==> src/rtl/traffic_light_pkg.sv <==
// Shared definitions for the traffic light controller and its passive monitor:
// phase codes, fault codes, default dwell times and the legal phase order.
package traffic_light_pkg;

  localparam logic [1:0] PH_NONE   = 2'd0;
  localparam logic [1:0] PH_RED    = 2'd1;
  localparam logic [1:0] PH_GREEN  = 2'd2;
  localparam logic [1:0] PH_YELLOW = 2'd3;

  localparam logic [2:0] F_NONE    = 3'd0;
  localparam logic [2:0] F_ILLEGAL = 3'd1;
  localparam logic [2:0] F_SEQ     = 3'd2;
  localparam logic [2:0] F_SHORT   = 3'd3;
  localparam logic [2:0] F_LONG    = 3'd4;

  localparam int DEF_RED_CYCLES    = 50;
  localparam int DEF_GREEN_CYCLES  = 40;
  localparam int DEF_YELLOW_CYCLES = 10;
  localparam int DEF_TOL           = 1;

  // Tracking states share their low bits with the phase they track.
  typedef enum logic [2:0] {
    ST_SYNC   = 3'd0,
    ST_RED    = 3'd1,
    ST_GREEN  = 3'd2,
    ST_YELLOW = 3'd3,
    ST_FAULT  = 3'd4
  } state_t;

  function automatic logic [1:0] next_phase(input logic [1:0] ph);
    case (ph)
      PH_RED:    return PH_GREEN;
      PH_GREEN:  return PH_YELLOW;
      PH_YELLOW: return PH_RED;
      default:   return PH_NONE;
    endcase
  endfunction

endpackage

==> src/rtl/tl_led_decoder.sv <==
// Turns the registered {red, yellow, green} lamp vector into a phase code;
// anything other than exactly one lamp lit is reported as illegal.
module tl_led_decoder
  import traffic_light_pkg::*;
(
  input  logic [2:0] led,
  output logic [1:0] phase,
  output logic       illegal
);

  always_comb begin
    phase   = PH_NONE;
    illegal = 1'b0;
    case (led)
      3'b100:  phase = PH_RED;
      3'b001:  phase = PH_GREEN;
      3'b010:  phase = PH_YELLOW;
      default: illegal = 1'b1;
    endcase
  end

endmodule

==> src/rtl/traffic_light_monitor.sv <==
// Passive checker for the traffic light lamp interface: locks onto the phase
// sequence, checks order and dwell times, latches the first fault and counts loops.
module traffic_light_monitor
  import traffic_light_pkg::*;
#(
  parameter int RED_CYCLES    = DEF_RED_CYCLES,
  parameter int GREEN_CYCLES  = DEF_GREEN_CYCLES,
  parameter int YELLOW_CYCLES = DEF_YELLOW_CYCLES,
  parameter int TOL           = DEF_TOL,
  parameter int CNT_W         = 16
) (
  input  logic             Clock,
  input  logic             Reset_n,
  input  logic             R_LED,
  input  logic             Y_LED,
  input  logic             G_LED,
  input  logic             Clear,
  output logic [1:0]       Phase,
  output logic             Locked,
  output logic             Fault,
  output logic [2:0]       Fault_Code,
  output logic [CNT_W-1:0] Dwell_Count,
  output logic [CNT_W-1:0] Cycle_Count,
  output logic [2:0]       dbg_state
);

  localparam logic [CNT_W-1:0] ONE   = CNT_W'(1);
  localparam logic [CNT_W-1:0] TOL_W = CNT_W'(TOL);

  state_t           state, state_nxt;
  logic [2:0]       led_q;
  logic [1:0]       dec_phase;
  logic             dec_illegal;
  logic [CNT_W-1:0] dwell, dwell_nxt, dwell_inc;
  logic [CNT_W-1:0] cycles, cycles_nxt;
  logic [CNT_W-1:0] limit, min_dwell, long_dwell;
  logic [2:0]       code, code_nxt, hit;
  logic             locked, locked_nxt;
  logic [1:0]       sync_ph, sync_ph_nxt;
  logic             sync_have, sync_have_nxt;
  logic [1:0]       cur_ph;

  tl_led_decoder u_dec (
    .led     (led_q),
    .phase   (dec_phase),
    .illegal (dec_illegal)
  );

  always_ff @(posedge Clock or negedge Reset_n) begin
    if (!Reset_n) begin
      led_q     <= 3'b000;
      state     <= ST_SYNC;
      dwell     <= '0;
      cycles    <= '0;
      code      <= F_NONE;
      locked    <= 1'b0;
      sync_ph   <= PH_NONE;
      sync_have <= 1'b0;
    end else begin
      led_q     <= {R_LED, Y_LED, G_LED};
      state     <= state_nxt;
      dwell     <= dwell_nxt;
      cycles    <= cycles_nxt;
      code      <= code_nxt;
      locked    <= locked_nxt;
      sync_ph   <= sync_ph_nxt;
      sync_have <= sync_have_nxt;
    end
  end

  always_comb begin
    cur_ph = state[1:0];
    case (state)
      ST_RED:    limit = CNT_W'(RED_CYCLES);
      ST_GREEN:  limit = CNT_W'(GREEN_CYCLES);
      ST_YELLOW: limit = CNT_W'(YELLOW_CYCLES);
      default:   limit = '0;
    endcase
    min_dwell  = limit - TOL_W;
    long_dwell = limit + TOL_W + ONE;
    dwell_inc  = (dwell == '1) ? dwell : dwell + ONE;

    state_nxt     = state;
    dwell_nxt     = dwell;
    cycles_nxt    = cycles;
    code_nxt      = code;
    locked_nxt    = locked;
    sync_ph_nxt   = sync_ph;
    sync_have_nxt = sync_have;
    hit           = F_NONE;

    // The last legal phase seen is tracked in every state so SYNC can spot a change.
    if (!dec_illegal) begin
      sync_ph_nxt   = dec_phase;
      sync_have_nxt = 1'b1;
    end

    if (Clear) begin
      state_nxt  = ST_SYNC;
      dwell_nxt  = '0;
      code_nxt   = F_NONE;
      locked_nxt = 1'b0;
    end else begin
      case (state)
        ST_SYNC: begin
          if (!dec_illegal && sync_have && dec_phase != sync_ph) begin
            state_nxt  = state_t'({1'b0, dec_phase});
            dwell_nxt  = ONE;
            locked_nxt = 1'b1;
          end
        end
        ST_RED, ST_GREEN, ST_YELLOW: begin
          if (dec_illegal) begin
            hit = F_ILLEGAL;
          end else if (dec_phase != cur_ph) begin
            if (dec_phase != next_phase(cur_ph)) begin
              hit = F_SEQ;
            end else if (dwell < min_dwell) begin
              hit = F_SHORT;
            end else begin
              state_nxt = state_t'({1'b0, dec_phase});
              dwell_nxt = ONE;
              if (state == ST_YELLOW && cycles != '1) cycles_nxt = cycles + ONE;
            end
          end else begin
            dwell_nxt = dwell_inc;
            if (dwell_inc == long_dwell) hit = F_LONG;
          end
        end
        ST_FAULT: ;
        default:  state_nxt = ST_SYNC;
      endcase
      if (hit != F_NONE) begin
        state_nxt = ST_FAULT;
        code_nxt  = hit;
      end
    end
  end

  always_comb begin
    Phase       = dec_phase;
    Locked      = locked;
    Fault       = (state == ST_FAULT);
    Fault_Code  = code;
    Dwell_Count = dwell;
    Cycle_Count = cycles;
    dbg_state   = state;
  end

endmodule

==> config.mk <==
export PLATFORM = sky130hd
export DESIGN_NAME = traffic_light_monitor
export DESIGN_NICKNAME = d
export VERILOG_FILES = /design/src/rtl/traffic_light_pkg.sv /design/src/rtl/tl_led_decoder.sv /design/src/rtl/traffic_light_monitor.sv
export SDC_FILE = /design/constraint.sdc
export NUM_CORES = 1
export LEC_CHECK = 0
export CAP_MARGIN = 20
export CELL_PAD_IN_SITES_DETAIL_PLACEMENT = 1
export CELL_PAD_IN_SITES_GLOBAL_PLACEMENT = 2
export CORE_ASPECT_RATIO = 1.1
export CORE_MARGIN = 4
export CORE_UTILIZATION = 36
export DETAILED_ROUTE_END_ITERATION = 8
export PLACE_DENSITY_LB_ADDON = 0.1
export SLEW_MARGIN = 20
export SYNTH_ARGS = -nofsm -noshare
export SYNTH_HDL_FRONTEND = slang
export SYNTH_SLANG_ARGS = --single-unit
==> constraint.sdc <==
create_clock -name Clock -period 7.6 [get_ports Clock]
set_input_delay 0.76 -clock Clock [delete_from_list [all_inputs] [get_ports Clock]]
set_output_delay 0.76 -clock Clock [all_outputs]
set_load 0.05 [all_outputs]
# Word level (Yosys, flattened, before mapping)

Index checks and enable logic that the tools add are counted.

Bits in registers: 45
Output and inout bits: 42
Word-level logic and storage cells: 93
Bits of input ports: 6

Bitwise operators: 3
Multiplexer cells: 35
Magnitude comparators: 1
Reductions and logical operators: 15
$add $sub $neg: 5
Eq/ne operators: 26

Operators with widths:

| operator              | number |
|---|---|
| $mux 16               | 7 |
| $add 16x1->16 const B | 4 |
| $mux 3                | 14 |
| $pmux 16 s2           | 1 |
| $ne 4x4->1 const B    | 7 |
| $pmux 6 s3            | 1 |
| $eq 16x16->1          | 1 |
| $eq 16x16->1 const B  | 1 |
| $lt 16x16->1          | 1 |
| $ne 16x16->1 const B  | 1 |
| $sub 16x1->16 const B | 1 |
| $mux 2                | 6 |
| $pmux 2 s3            | 2 |
| $eq 3x2->1 const B    | 3 |
| $pmux 3 s3            | 1 |
| $reduce_and 7->1      | 1 |
| $eq 3x1->1 const B    | 2 |
| $eq 3x3->1 const B    | 2 |
| $ne 2x2->1            | 3 |
| $ne 3x3->1 const B    | 2 |
| $reduce_and 6->1      | 1 |
| $reduce_bool 2->1     | 3 |
| $reduce_bool 3->1     | 2 |
| $reduce_or 3->1       | 2 |
| other kinds (9)       | 16 |

# Logic depth before layout (Yosys ltp)

Gate-level depths: netlist (run 1).

Word-level depth: 16
Depth in mapped cells: 16
Depth with buffers taken out: 14

# By module

Synthesis (run 1) repeated with hierarchy kept, for this count alone.

Cells, all modules: 405
Area total of the unflattened synthesis: 3,453.3 sq um

By module, submodules not included:

| module                | cells an instance | seq. area each (sq um) | area each (sq um) | instances |
|---|---|---|---|---|
| traffic_light_monitor | 399               | 1,126.1                | 3,414.5           | 1 |
| tl_led_decoder        | 6                 | 0.0                    | 38.8              | 1 |

# Least setup slack after synthesis (run 1)

Ideal clock, no wire load.

Path kind: reg-to-reg
From: reg state[0], in the netlist dbg_state[0]
To: reg dwell[15], in the netlist Dwell_Count[15]
Arrival: 4.012 ns
Stages on the path, launching flop included: 15
Library setup time: 0.125 ns
Path buffers: 1
Period minus slack after synthesis: 4.137 ns
Slack: 3.463 ns
Required time: 7.475 ns
Path through: dfrtp_1 > clkbuf_1 > inv_1 > ha_1 > or2_2 > nor3_1 > nor2_1 > ha_1 > a21oi_1 > o21ai_0 > a221oi_1 > a211oi_2 > o211ai_4 > nand2_4 > mux2_4

Cells in the longest elaborated chain, start to end: 9
Elaborated cells between the ends (all ways): 28
Those cells by class: add/sub (1); order compare (1); eq/ne (12); mux (10); reduce/logical (4)

Ends and longest elaborated chain:

| item                                                                  | line                        | text |
|---|---|---|
| start, declared                                                       | traffic_light_monitor.sv:30 | `state_t state, state_nxt;` |
| start signal, assigned                                                | traffic_light_monitor.sv:61 | `state <= state_nxt;` |
| parallel branches: the longest is 9 deep, another holds $sub 16x1->16 | --                          |  |
| end signal, assigned                                                  | traffic_light_monitor.sv:62 | `dwell <= dwell_nxt;` |
| end, declared                                                         | traffic_light_monitor.sv:34 | `logic [CNT_W-1:0] dwell, dwell_nxt, dwell_inc;` |

Several ways; the timed one is not identified. The select of a mux whose other input is x is not followed.
A chain may end at the register's enable or synchronous reset.

# Worst setup path in the final report (run 1)

From: reg state[0], in the netlist dbg_state[0]
To: reg cycles[1], in the netlist Cycle_Count[1]

Cells in the longest elaborated chain, start to end: 9
Elaborated cells between the ends (all ways): 21
Those cells by class: add/sub (1); order compare (1); eq/ne (8); mux (6); bitwise (2); reduce/logical (3)

Ends and longest elaborated chain:

| item                                                                  | line                        | text |
|---|---|---|
| parallel branches: the longest is 8 deep, another holds $sub 16x1->16 | --                          |  |
| $reduce_and 7->1 (no source line) *                                   | --                          |  |
| end signal, assigned                                                  | traffic_light_monitor.sv:63 | `cycles <= cycles_nxt;` |
| end, declared                                                         | traffic_light_monitor.sv:35 | `logic [CNT_W-1:0] cycles, cycles_nxt;` |

Mark *: on every way between the ends. The select of a mux whose other input is x is not followed.

==> results.md, run 1 <==
### Timing
• 0.584 — final cycle utilization of the critical path
• 0 — setup-violating endpoint count in the final report
• 0.793 ns — transition at the pin with the smallest max-transition slack
• 0 — count of pins over their slew limit
• 0 — number of hold violations in the final report
• 0.00437 ns — Clock Skew
• 4.44 ns — clock period minus worst slack
• no — unrepaired setup endpoints after global routing
• 0 ns — setup tns final
• 0.467 — headroom to the max-slew limit
• 3.16 ns — final worst-path setup slack
• 225 MHz — Fmax

### Layout
• sky130_fd_sc_hd__clkdlybuf4s50_1 (46), sky130_fd_sc_hd__dfrtp_1 (45), sky130_fd_sc_hd__nand2_1 (28), sky130_fd_sc_hd__nand3_1 (28), sky130_fd_sc_hd__nor2_1 (27) — commonest cells after routing, fill and taps aside
• 0.0724 — fraction of layout cells with a size suffix above 1
• 17.2% — Area growth, synth to finish
• sky130_fd_sc_hd__clkdlybuf4s50_1 — leading cell type in the layout, fill and taps excluded
• 0.434 — final standard cell utilization of the core
• 0 — antenna fix cells
• 455 — number of nets at the end of the flow

### Logic synthesis
• 0 — number of warnings printed during yosys synthesis
• 0.0223 — proportion of synthesized area in mux cells
• 0.0654 — post-synthesis share of cell area spent on xor and xnor gates
• sky130_fd_sc_hd__dfrtp_1 — cell type with the highest aggregate area in the netlist
• 0.258 — basic-gate share of the synthesized area counting and, or, nand and nor cells
• sky130_fd_sc_hd__dfrtp_1 (32%), sky130_fd_sc_hd__ha_1 (7.9%), sky130_fd_sc_hd__xnor2_1 (5.8%) — cell types with the largest area share after synthesis
• 45 — flip-flop and latch count after synthesis
• sky130_fd_sc_hd__dfrtp_1 — most common flop cell mapped by yosys
• 66 — Unique masters post-synth
• 3480 um2 — synthesized cell area
• 424 — number of nets produced by synthesis
• 0 — number of enable flip-flop cells after synthesis
• 396 — gate count after technology mapping
• 0.199 — post-synthesis compound-gate area fraction
• 8.79 um2 — average footprint of a synthesized cell
• simple AND/OR/NAND/NOR gates — main combinational cell family by area after synthesis
• 1.00 — async set-or-reset flop fraction in the synthesized netlist
• 0.323 — part of the Yosys area used for sequential elements
• 0.0823 — fraction of the mapped netlist area in adder cells
• 0.323 — fraction of post-synthesis cell area in the top cell type by area

### GRT
• 46 — maximum number of pins on one net before global-route repair
• 0 — antenna violations before repair
• 0 — overall overflow remaining after global route
• 3,444 — via count of the first global-routing pass
• 0.196 — Overall Global Routing Usage
• 17,900 um — wire length of the first global-routing pass

### Critical path
• 1 — buffering stage count on the worst path with inverters included
• 12 — worst-path maximum fanout
• 4.63 ns — arrival time of data at the critical path endpoint
• 0.57 ns — delay contributed by the slowest stage of the critical path
• flip-flop — nature of the critical path startpoint
• reg -> reg — crit path kind
• sky130_fd_sc_hd__dfrtp_1 — slowest CP cell
• flip-flop — CP Capture Type
• simple AND/OR/NAND/NOR gates — cell family with the largest share of critical-path delay
• 7.79 ns — data required time at the worst endpoint
• sky130_fd_sc_hd__ha_1 — cell repeated most along the worst path
• inv_1 > ha_1 > or2_2 > nor3_1 > nor2_1 > ha_1 > nand4_1 > nor4_1 > a22oi_1 > a211oi_1 > and2_1 > mux2_2 — crit-path cells

### Floorplanning
• 11,300 um2 — Die Area
• 9400 um2 — placeable core region
• 111 um — die span in y
• 0.371 — Initial Utilization
• 37 — # rows
• 48 — number of top-level pins
• 102 um — die width

### CTS
• 0.30 ns — later-pin clock latency in the skew report
• 2 — maximum clock insertion buffer count
• 2 — H-Tree Level Count
• 0.09 ns — clock edge transition at the registers on the reported setup and hold paths
• sky130_fd_sc_hd__clkbuf_8 — root buf cell
• 45 — number of clock sinks
• 0 — postcts setup bufs
• 0 — Hold-fix buffers, CTS
• built — TritonCTS clock tree
• 5 — total CTS buffers
• 0 — PostCTS Resize Cnt

### Detailed routing
• 4 — number of iterations in the first detailed-routing pass
• 5.86 — via-per-instance ratio
• 19.3 um — wire per inst
• 3,195 — total via count in the routed design
• 10,500 um — final wirelength
• 137 — 1st-iter DRT viols
• 0 — antenna violation net count after detailed routing
• 0 — drc violations

### Power and ir drop
• 1.67 nW — total leakage power
• 170 nW/um2 — power density of the placed cells
• 0.0928 mV — Max IR drop VDD

### Outcome
• finished clean — run status

### Placement
• 7950 um — detailed placement HPWL
• 3.16 ns — worst slack at placement
• 0.785 — final weighted congestion in routability-driven placement
• 47 — Port Buffer Count

### Worst hold path
• reg -> reg — worst hold-check path type

### Run
• 0 — count of maximum capacitance violations

==> layer usage <==
| metal | share of wire | up-vias | track usage |
|---|---|---|---|
| met5 | 0 | - | 0 |
| met4 | 0.017 | 0 | 0.0470 |
| met3 | 0.028 | 15 | 0.0264 |
| met2 | 0.50 | 71 | 0.331 |
| met1 | 0.46 | 1569 | 0.263 |
| li1 | - | 1540 | - |
==> path summary, 6_finish.rpt <==
path	startpoint	to	slack, ns	cells after the start
max in group asynchronous	Reset_n	Cycle_Count[10]$_DFFE_PN0P_	6.64	2
setup / recovery	dbg_state[0]$_DFFE_PN0P_	Cycle_Count[1]$_DFFE_PN0P_	3.16	12
hold reg to reg	Cycle_Count[9]$_DFFE_PN0P_	Cycle_Count[9]$_DFFE_PN0P_	0.50	1
hold / removal	Cycle_Count[9]$_DFFE_PN0P_	Cycle_Count[9]$_DFFE_PN0P_	0.50	1
min in group asynchronous	Reset_n	sync_ph[1]$_DFFE_PN0N_	0.55	2
setup reg to reg	dbg_state[0]$_DFFE_PN0P_	Cycle_Count[1]$_DFFE_PN0P_	3.16	12
==> state kept, by name, indices dropped and copies added (netlist names) <==
signal and count:
Cycle_Count 16, Dwell_Count 16, Fault_Code 3, dbg_state 3, led_q 3, sync_ph 2
Locked 1, sync_have 1
==> cell families after synthesis <==
kind of cell | Yosys count
buffers and inverters | 34
AO/OA/AOI/OAI | 97
flip-flops | 45
adder cells (fa/ha/maj) | 23
AND/OR/NAND/NOR | 164
XOR/XNOR | 26
multiplexers | 7
==> synthesized netlist by cell type, types with 7 or more instances <==
cell,instances
sky130_fd_sc_hd__a21oi_1,23
sky130_fd_sc_hd__a31oi_1,13
sky130_fd_sc_hd__and3_1,11
sky130_fd_sc_hd__buf_2,9
sky130_fd_sc_hd__clkbuf_1,7
sky130_fd_sc_hd__dfrtp_1,45
sky130_fd_sc_hd__ha_1,22
sky130_fd_sc_hd__inv_1,10
sky130_fd_sc_hd__nand2_1,28
sky130_fd_sc_hd__nand2b_1,8
sky130_fd_sc_hd__nand3_1,28
sky130_fd_sc_hd__nand4_1,21
sky130_fd_sc_hd__nor2_1,27
sky130_fd_sc_hd__nor3_1,8
sky130_fd_sc_hd__o21ai_0,14
sky130_fd_sc_hd__xnor2_1,23
==> through the flow <==
| step | hold WS (ns) | instance area, um2 | std cells | total power, mW |
|---|---|---|---|---|
| after floorplan | 0.463 | 3480 | 396 | 0.437 |
| after global placement | 0.482 | 3970 | 537 | 0.503 |
| after detailed placement | 0.482 | 3970 | 537 | 0.506 |
| after CTS | 0.502 | 4080 | 545 | 0.703 |
| after global routing | 0.541 | 4080 | 545 | 0.738 |
| final | 0.501 | 4080 | 545 | 0.694 |
==> power by group <==
group / switching, mW / leakage, nW / internal (mW)
Sequential: 0.0217 / 0.609 / 0.248
Combinational: 0.147 / 1.00 / 0.0834
Clock: 0.0865 / 0.0585 / 0.107
==> cell type report <==
cell class              count  area, um2
multi-input cells         317       2180
inverters                  10       37.5
clock buffers               7       86.3
clock inverters             1       30.0
well taps                 117        146
repair buffers             48        473
fillers                  1106       5320
flip-flops and latches     45       1130
Note: power is estimated with default switching activity, not from simulation.
==> run 2, diff against run 1 <==
Settings changed: CORE_UTILIZATION 36 to 34.
Clock period 7.6 ns to 4.6 ns, I/O delays scaled along.
==> run 2 against run 1 <==
  * Critical path depth up 2
  * Power increased by 58%
  * Design area increased by 0.28%
  * Count of clock-buffer cells in the layout down 2
==> results.md, run 2 (synthesis gave the netlist of run 1 again) <==
### Floorplanning
• 38 — # rows, +2.7%
• 0.350 — Initial Utilization, -0.0201
• 9940 um2 — placeable core region, +5.7%
• 104 um — die width, +2.7%
• 114 um — die span in y, +2.7%
• 11,900 um2 — Die Area, +5.4%
• 48 — number of top-level pins, unchanged

### GRT
• 46 — maximum number of pins on one net before global-route repair, unchanged
• 0.192 — Overall Global Routing Usage, -0.00407
• 0 — antenna violations before repair, unchanged
• 3,394 — via count of the first global-routing pass, -1.5%
• 0 — overall overflow remaining after global route, unchanged
• 18,500 um — wire length of the first global-routing pass, +3.0%

### Detailed routing
• 5.91 — via-per-instance ratio, +0.80%
• 4 — number of iterations in the first detailed-routing pass, unchanged
• 3,262 — total via count in the routed design, +2.1%
• 0 — drc violations, unchanged
• 11,200 um — final wirelength, +6.5%
• 0 — antenna violation net count after detailed routing, unchanged
• 95 — 1st-iter DRT viols, -31%
• 20.3 um — wire per inst, +5.2%

### CTS
• 5 — total CTS buffers, unchanged
• 2 — maximum clock insertion buffer count, unchanged
• 45 — number of clock sinks, unchanged
• 0 — Hold-fix buffers, CTS, unchanged
• 0 — PostCTS Resize Cnt, unchanged
• sky130_fd_sc_hd__clkbuf_8 — root buf cell
• built — TritonCTS clock tree
• 2 — H-Tree Level Count, unchanged
• 0.10 ns — clock edge transition at the registers on the reported setup and hold paths, about the same
• 0.31 ns — later-pin clock latency in the skew report, about the same
• 0 — postcts setup bufs, unchanged

### Timing
• 0.636 ns — transition at the pin with the smallest max-transition slack, -0.157 ns
• no — unrepaired setup endpoints after global routing
• 4.08 ns — clock period minus worst slack, -0.357 ns
• 0.576 — headroom to the max-slew limit, +0.110
• 0.887 — final cycle utilization of the critical path, +0.303
• 0.239 ns — Worst Hold Margin, -0.262 ns
• 0 — number of hold violations in the final report, unchanged
• 0 — setup-violating endpoint count in the final report, unchanged
• 0 — count of pins over their slew limit, unchanged
• 0 ns — setup tns final, unchanged
• 0.0115 ns — Clock Skew, +0.00711 ns
• 245 MHz — Fmax, +8.7%

### Critical path
• flip-flop — CP Capture Type
• 4.79 ns — data required time at the worst endpoint, -3.00 ns
• reg -> reg — crit path kind
• 10 — worst-path maximum fanout, -2
• flip-flop — nature of the critical path startpoint
• 4.27 ns — arrival time of data at the critical path endpoint, -0.36 ns

### Placement
• 4000 um2 — Placed Instance Area, +0.85%
• 8330 um — detailed placement HPWL, +4.8%
• 47 — Port Buffer Count, unchanged
• 0.808 — final weighted congestion in routability-driven placement, +3.0%

### Power and ir drop
• 0.659 mW — Int Power, +50%
• 1.67 nW — total leakage power, +0.40%
• 0.403 — Seq pwr share, +0.015
• 268 nW/um2 — power density of the placed cells, +58%
• 0.399 — fraction of power spent switching nets, +0.0311
• 0.187 mV — Max IR drop VDD, +100%
• 0.246 — share of total power in the clock network, -0.033
• 0.351 — logic gate share of total power, +0.019
• 0.438 mW — Net Sw Power, +71%

### Worst hold path
• in -> async — worst hold-check path type

### Layout
• 17.6% — Area growth, synth to finish
• 0 — antenna fix cells, unchanged
• sky130_fd_sc_hd__clkdlybuf4s50_1 — leading cell type in the layout, fill and taps excluded
• 459 — number of nets at the end of the flow, +0.88%
• 4090 um2 — fin area, +0.28%
• 0.0833 — fraction of layout cells with a size suffix above 1, +0.0109
• sky130_fd_sc_hd__clkdlybuf4s50_1 (46), sky130_fd_sc_hd__dfrtp_1 (45), sky130_fd_sc_hd__nand2_1 (28), sky130_fd_sc_hd__nand3_1 (28), sky130_fd_sc_hd__nor2_1 (27) — commonest cells after routing, fill and taps aside
• 0.412 — final standard cell utilization of the core, -0.0224

### Run
• 0 — count of maximum capacitance violations, unchanged

### Outcome
• finished clean — run status

## run 2: cell types whose count changed in the layout (fill, tap and decap cells not counted)
cell and change:
sky130_fd_sc_hd__clkinv_4 +1, sky130_fd_sc_hd__clkinvlp_4 +1, sky130_fd_sc_hd__buf_4 +4, sky130_fd_sc_hd__inv_6 +1, sky130_fd_sc_hd__bufinv_16 -1, sky130_fd_sc_hd__clkbuf_1 -1, sky130_fd_sc_hd__clkbuf_8 -1
## run 2: critical path: stages, from the launching register on
cell and delay (ns):
sky130_fd_sc_hd__dfrtp_1 0.41, sky130_fd_sc_hd__buf_4 0.17, sky130_fd_sc_hd__ha_1 0.26, sky130_fd_sc_hd__or2_2 0.34, sky130_fd_sc_hd__nor3_1 0.37, sky130_fd_sc_hd__nor2_1 0.15
sky130_fd_sc_hd__ha_1 0.34, sky130_fd_sc_hd__a21oi_1 0.16, sky130_fd_sc_hd__o21ai_0 0.10, sky130_fd_sc_hd__a221oi_1 0.43, sky130_fd_sc_hd__buf_4 0.21, sky130_fd_sc_hd__a211oi_2 0.10
sky130_fd_sc_hd__o211ai_4 0.41, sky130_fd_sc_hd__nand2_4 0.17, sky130_fd_sc_hd__mux2_4 0.34
## run 2: final timing paths
path	cells after the start	slack, ns	start	to
min	2	0.24	Reset_n	Dwell_Count[5]$_DFFE_PN0P_
max in group asynchronous	2	3.92	Reset_n	Dwell_Count[0]$_DFFE_PN0P_
max	14	0.52	dbg_state[0]$_DFFE_PN0P_	Dwell_Count[15]$_DFFE_PN0P_
min in group Clock	1	0.51	Cycle_Count[4]$_DFFE_PN0P_	Cycle_Count[4]$_DFFE_PN0P_
min reg2reg	1	0.51	Cycle_Count[4]$_DFFE_PN0P_	Cycle_Count[4]$_DFFE_PN0P_
max reg2reg	14	0.52	dbg_state[0]$_DFFE_PN0P_	Dwell_Count[15]$_DFFE_PN0P_
## run 2: area by class of cell
type	count	area [um2]
tap	120	150
clock buffer	5	68.8
multi-input combinational	317	2180
sequential	45	1130
fill	1175	5840
timing repair buffer	52	503
inverter	10	37.5
clock inverter	3	25.0
## run 2: layer usage
| metal | wire length (um) | track usage | vias up |
|---|---|---|---|
| li1 | - | - | 1549 |
| met1 | 5270 | 0.251 | 1631 |
| met2 | 5340 | 0.329 | 65 |
| met3 | 316 | 0.0276 | 17 |
| met4 | 271 | 0.0594 | 0 |
| met5 | 0 | 0 | - |
## run 2: per-stage QoR
| step | std cells | power (mW) | worst slack (ns) |
|---|---|---|---|
| after global routing | 552 | 1.17 | 0.147 |
| after floorplan | 396 | 0.722 | 0.463 |
| after detailed placement | 544 | 0.836 | 0.509 |
| final | 552 | 1.10 | 0.522 |
| after CTS | 552 | 1.11 | 0.477 |
| after global placement | 544 | 0.830 | 0.623 |
## run 2: power by group through the flow
| stage | sequential (mW) | clock (mW) | combinational (mW) |
|---|---|---|---|
| after detailed placement | 0.450 | 0 | 0.385 |
| after global routing | 0.447 | 0.299 | 0.424 |
| final | 0.442 | 0.270 | 0.384 |
| after floorplan | 0.469 | 0 | 0.253 |
| after global placement | 0.450 | 0 | 0.380 |
| after CTS | 0.443 | 0.281 | 0.387 |
==> run 3, diff against run 2 <==
Settings changed: CORE_UTILIZATION 34 to 35, CTS_BUF_LIST from default to sky130_fd_sc_hd__clkbuf_8.
==> run 3 against run 2 <==
  * First-iteration DRC count increased by 2.1%
  * Sequential share of layout area is 0.059 points lower
  * Via count decreased by 0.71%
  * Fmax decreased by 1.4%
  * Combinational power up 1%
  * Flip-flop and latch count unchanged
  * Global-route usage is 0.080 points lower
  * Critical path depth down 1
  * Routed wire length is 5.0% lower
  * Register-to-register slack worse by 0.06 ns
  * Clock skew decreased by 0.0082 ns
  * Clock power rose by 19%
  * Largest power group unchanged
==> results.md, run 3 (synthesis gave the netlist of run 1 again) <==
### Outcome
• finished clean — run status

### Layout
• sky130_fd_sc_hd__clkdlybuf4s50_1 — leading cell type in the layout, fill and taps excluded
• 457 — number of nets at the end of the flow, -0.44%
• 4100 um2 — fin area, +0.21%
• 547 — non-filler cells in the finished layout, -0.91%
• sky130_fd_sc_hd__clkdlybuf4s50_1 (46), sky130_fd_sc_hd__dfrtp_1 (45), sky130_fd_sc_hd__nand2_1 (28), sky130_fd_sc_hd__nand3_1 (28), sky130_fd_sc_hd__nor2_1 (27) — commonest cells after routing, fill and taps aside
• 17.8% — Area growth, synth to finish
• 0 — antenna fix cells, unchanged
• 0.0791 — fraction of layout cells with a size suffix above 1, -0.00426

### Timing
• no — unrepaired setup endpoints after global routing
• 0 — setup-violating endpoint count in the final report, unchanged
• 0 ns — setup tns final, unchanged
• 0.749 ns — transition at the pin with the smallest max-transition slack, +0.113 ns
• 0 — number of hold violations in the final report, unchanged
• 0.496 — headroom to the max-slew limit, -0.0800
• 242 MHz — Fmax, -1.4%
• 0.464 ns — final worst-path setup slack, -0.0574 ns
• 0.899 — final cycle utilization of the critical path, +0.0125
• 0 — count of pins over their slew limit, unchanged
• 4.14 ns — clock period minus worst slack, +0.0574 ns
• 0.00332 ns — Clock Skew, -0.00816 ns

### CTS
• sky130_fd_sc_hd__clkbuf_8 — root buf cell
• 2 — maximum clock insertion buffer count, unchanged
• built — TritonCTS clock tree
• 5 — total CTS buffers, unchanged
• 45 — number of clock sinks, unchanged
• 0.30 ns — later-pin clock latency in the skew report, about the same
• 0.09 ns — clock edge transition at the registers on the reported setup and hold paths, about the same
• 2 — H-Tree Level Count, unchanged

### Placement
• 3980 um2 — Placed Instance Area, -0.47%
• 0.806 — final weighted congestion in routability-driven placement, -0.31%
• 47 — Port Buffer Count, unchanged
• 539 — placed insts, -0.92%
• 8030 um — detailed placement HPWL, -3.6%
• 0.343 ns — worst slack at placement, -0.166 ns

### Floorplanning
• 0.365 — Initial Utilization, +0.0147
• 48 — number of top-level pins, unchanged
• 11,600 um2 — Die Area, -2.7%
• 113 um — die span in y, -1.3%
• 103 um — die width, -1.3%
• 9540 um2 — placeable core region, -4.0%
• 37 — # rows, -2.6%

### Critical path
• sky130_fd_sc_hd__ha_1 — cell repeated most along the worst path
• sky130_fd_sc_hd__a221oi_1 — slowest CP cell
• 10 — worst-path maximum fanout, unchanged
• reg -> reg — crit path kind
• 0.46 ns — worst-case register-to-register setup slack, -0.06 ns
• inv_1 > ha_1 > or2_2 > nor3_2 > nor2_1 > ha_1 > a21oi_1 > o21ai_0 > a221oi_1 > a211oi_2 > o211ai_4 > nand2_4 > mux2_4 — crit-path cells
• 4.79 ns — data required time at the worst endpoint, about the same
• 4.33 ns — arrival time of data at the critical path endpoint, +0.06 ns
• 0.58 ns — delay contributed by the slowest stage of the critical path, +0.15 ns
• flip-flop — CP Capture Type
• flip-flop — nature of the critical path startpoint

### Detailed routing
• 19.5 um — wire per inst, -4.1%
• 3,239 — total via count in the routed design, -0.71%
• 0 — antenna violation net count after detailed routing, unchanged
• 0 — drc violations, unchanged
• 97 — 1st-iter DRT viols, +2.1%
• 5.92 — via-per-instance ratio, +0.20%
• 4 — number of iterations in the first detailed-routing pass, unchanged
• 10,600 um — final wirelength, -5.0%

### Power and ir drop
• 281 nW/um2 — power density of the placed cells, +4.9%
• 1.15 mW — overall power of the completed layout, +5.2%
• 0.170 mV — Max IR drop VDD, -9.2%
• 1.68 nW — total leakage power, +0.56%

### GRT
• 3,344 — via count of the first global-routing pass, -1.5%
• 0 — overall overflow remaining after global route, unchanged
• 0 — antenna violations before repair, unchanged
• 0.191 — Overall Global Routing Usage, -0.000803
• 46 — maximum number of pins on one net before global-route repair, unchanged
• 17,700 um — wire length of the first global-routing pass, -4.5%

### Run
• 0 — count of maximum capacitance violations, unchanged

### Worst hold path
• in -> async — worst hold-check path type

-- run 3: metal layers --
layer,up-vias,part of all wire,wire [um],track usage
met2,62,0.49,5220,0.314
met1,1612,0.46,4850,0.257
met3,19,0.029,312,0.0280
met5,-,0,0,0
met4,0,0.025,261,0.0579
li1,1546,-,-,-
-- run 3: layout make-up --
class,count,area [um2]
sequential,45,1130
clock buffer,6,82.6
fill,1129,5430
tap,117,146
clock inverter,2,33.8
multi-input combinational,317,2190
timing repair buffer,50,488
inverter,10,37.5
-- run 3: report_power, final --
part	leakage, nW	total (mW)	internal [mW]	switching [mW]
Clock	0.0626	0.322	0.175	0.146
Sequential	0.609	0.443	0.410	0.0330
Combinational	1.01	0.389	0.140	0.249
Total	1.68	1.15	0.725	0.428
-- run 3: critical path, delay by kind of cell, from the launching register on --
family | cells | cell delay [ns]
and+or+nand+nor | 4 | 0.93
buffers and inverters | 1 | 0.16
muxes | 1 | 0.34
adders and majority gates | 2 | 0.64
DFF | 1 | 0.46
AOI/OAI and AO/OA | 5 | 1.48
-- run 3: stage by stage --
stage / util / hold slack, ns
3_3_place_gp: 0.417 / 0.478
2_1_floorplan: - / 0.164
5_1_grt: 0.430 / 0.311
6_report: 0.430 / 0.243
4_1_cts: 0.430 / 0.279
3_5_place_dp: 0.417 / 0.485
-- run 3: worst paths after layout --
kind / cells past startpoint / endpoint / startpoint
worst max-delay path: 13 / Dwell_Count[15]$_DFFE_PN0P_ / dbg_state[0]$_DFFE_PN0P_
worst min-delay path: 2 / sync_ph[0]$_DFFE_PN0N_ / Reset_n
worst max register to register: 13 / Dwell_Count[15]$_DFFE_PN0P_ / dbg_state[0]$_DFFE_PN0P_
worst min register to register: 1 / Cycle_Count[4]$_DFFE_PN0P_ / Cycle_Count[4]$_DFFE_PN0P_
max in group asynchronous: 2 / Dwell_Count[13]$_DFFE_PN0P_ / Reset_n
min in group Clock: 1 / Cycle_Count[4]$_DFFE_PN0P_ / Cycle_Count[4]$_DFFE_PN0P_
-- run 3: what timing repair did --
action,in CTS,in global routing
resized for setup,0,1
setup endpoints to repair,0,3
setup buffers,0,0
hold buffers,0,0
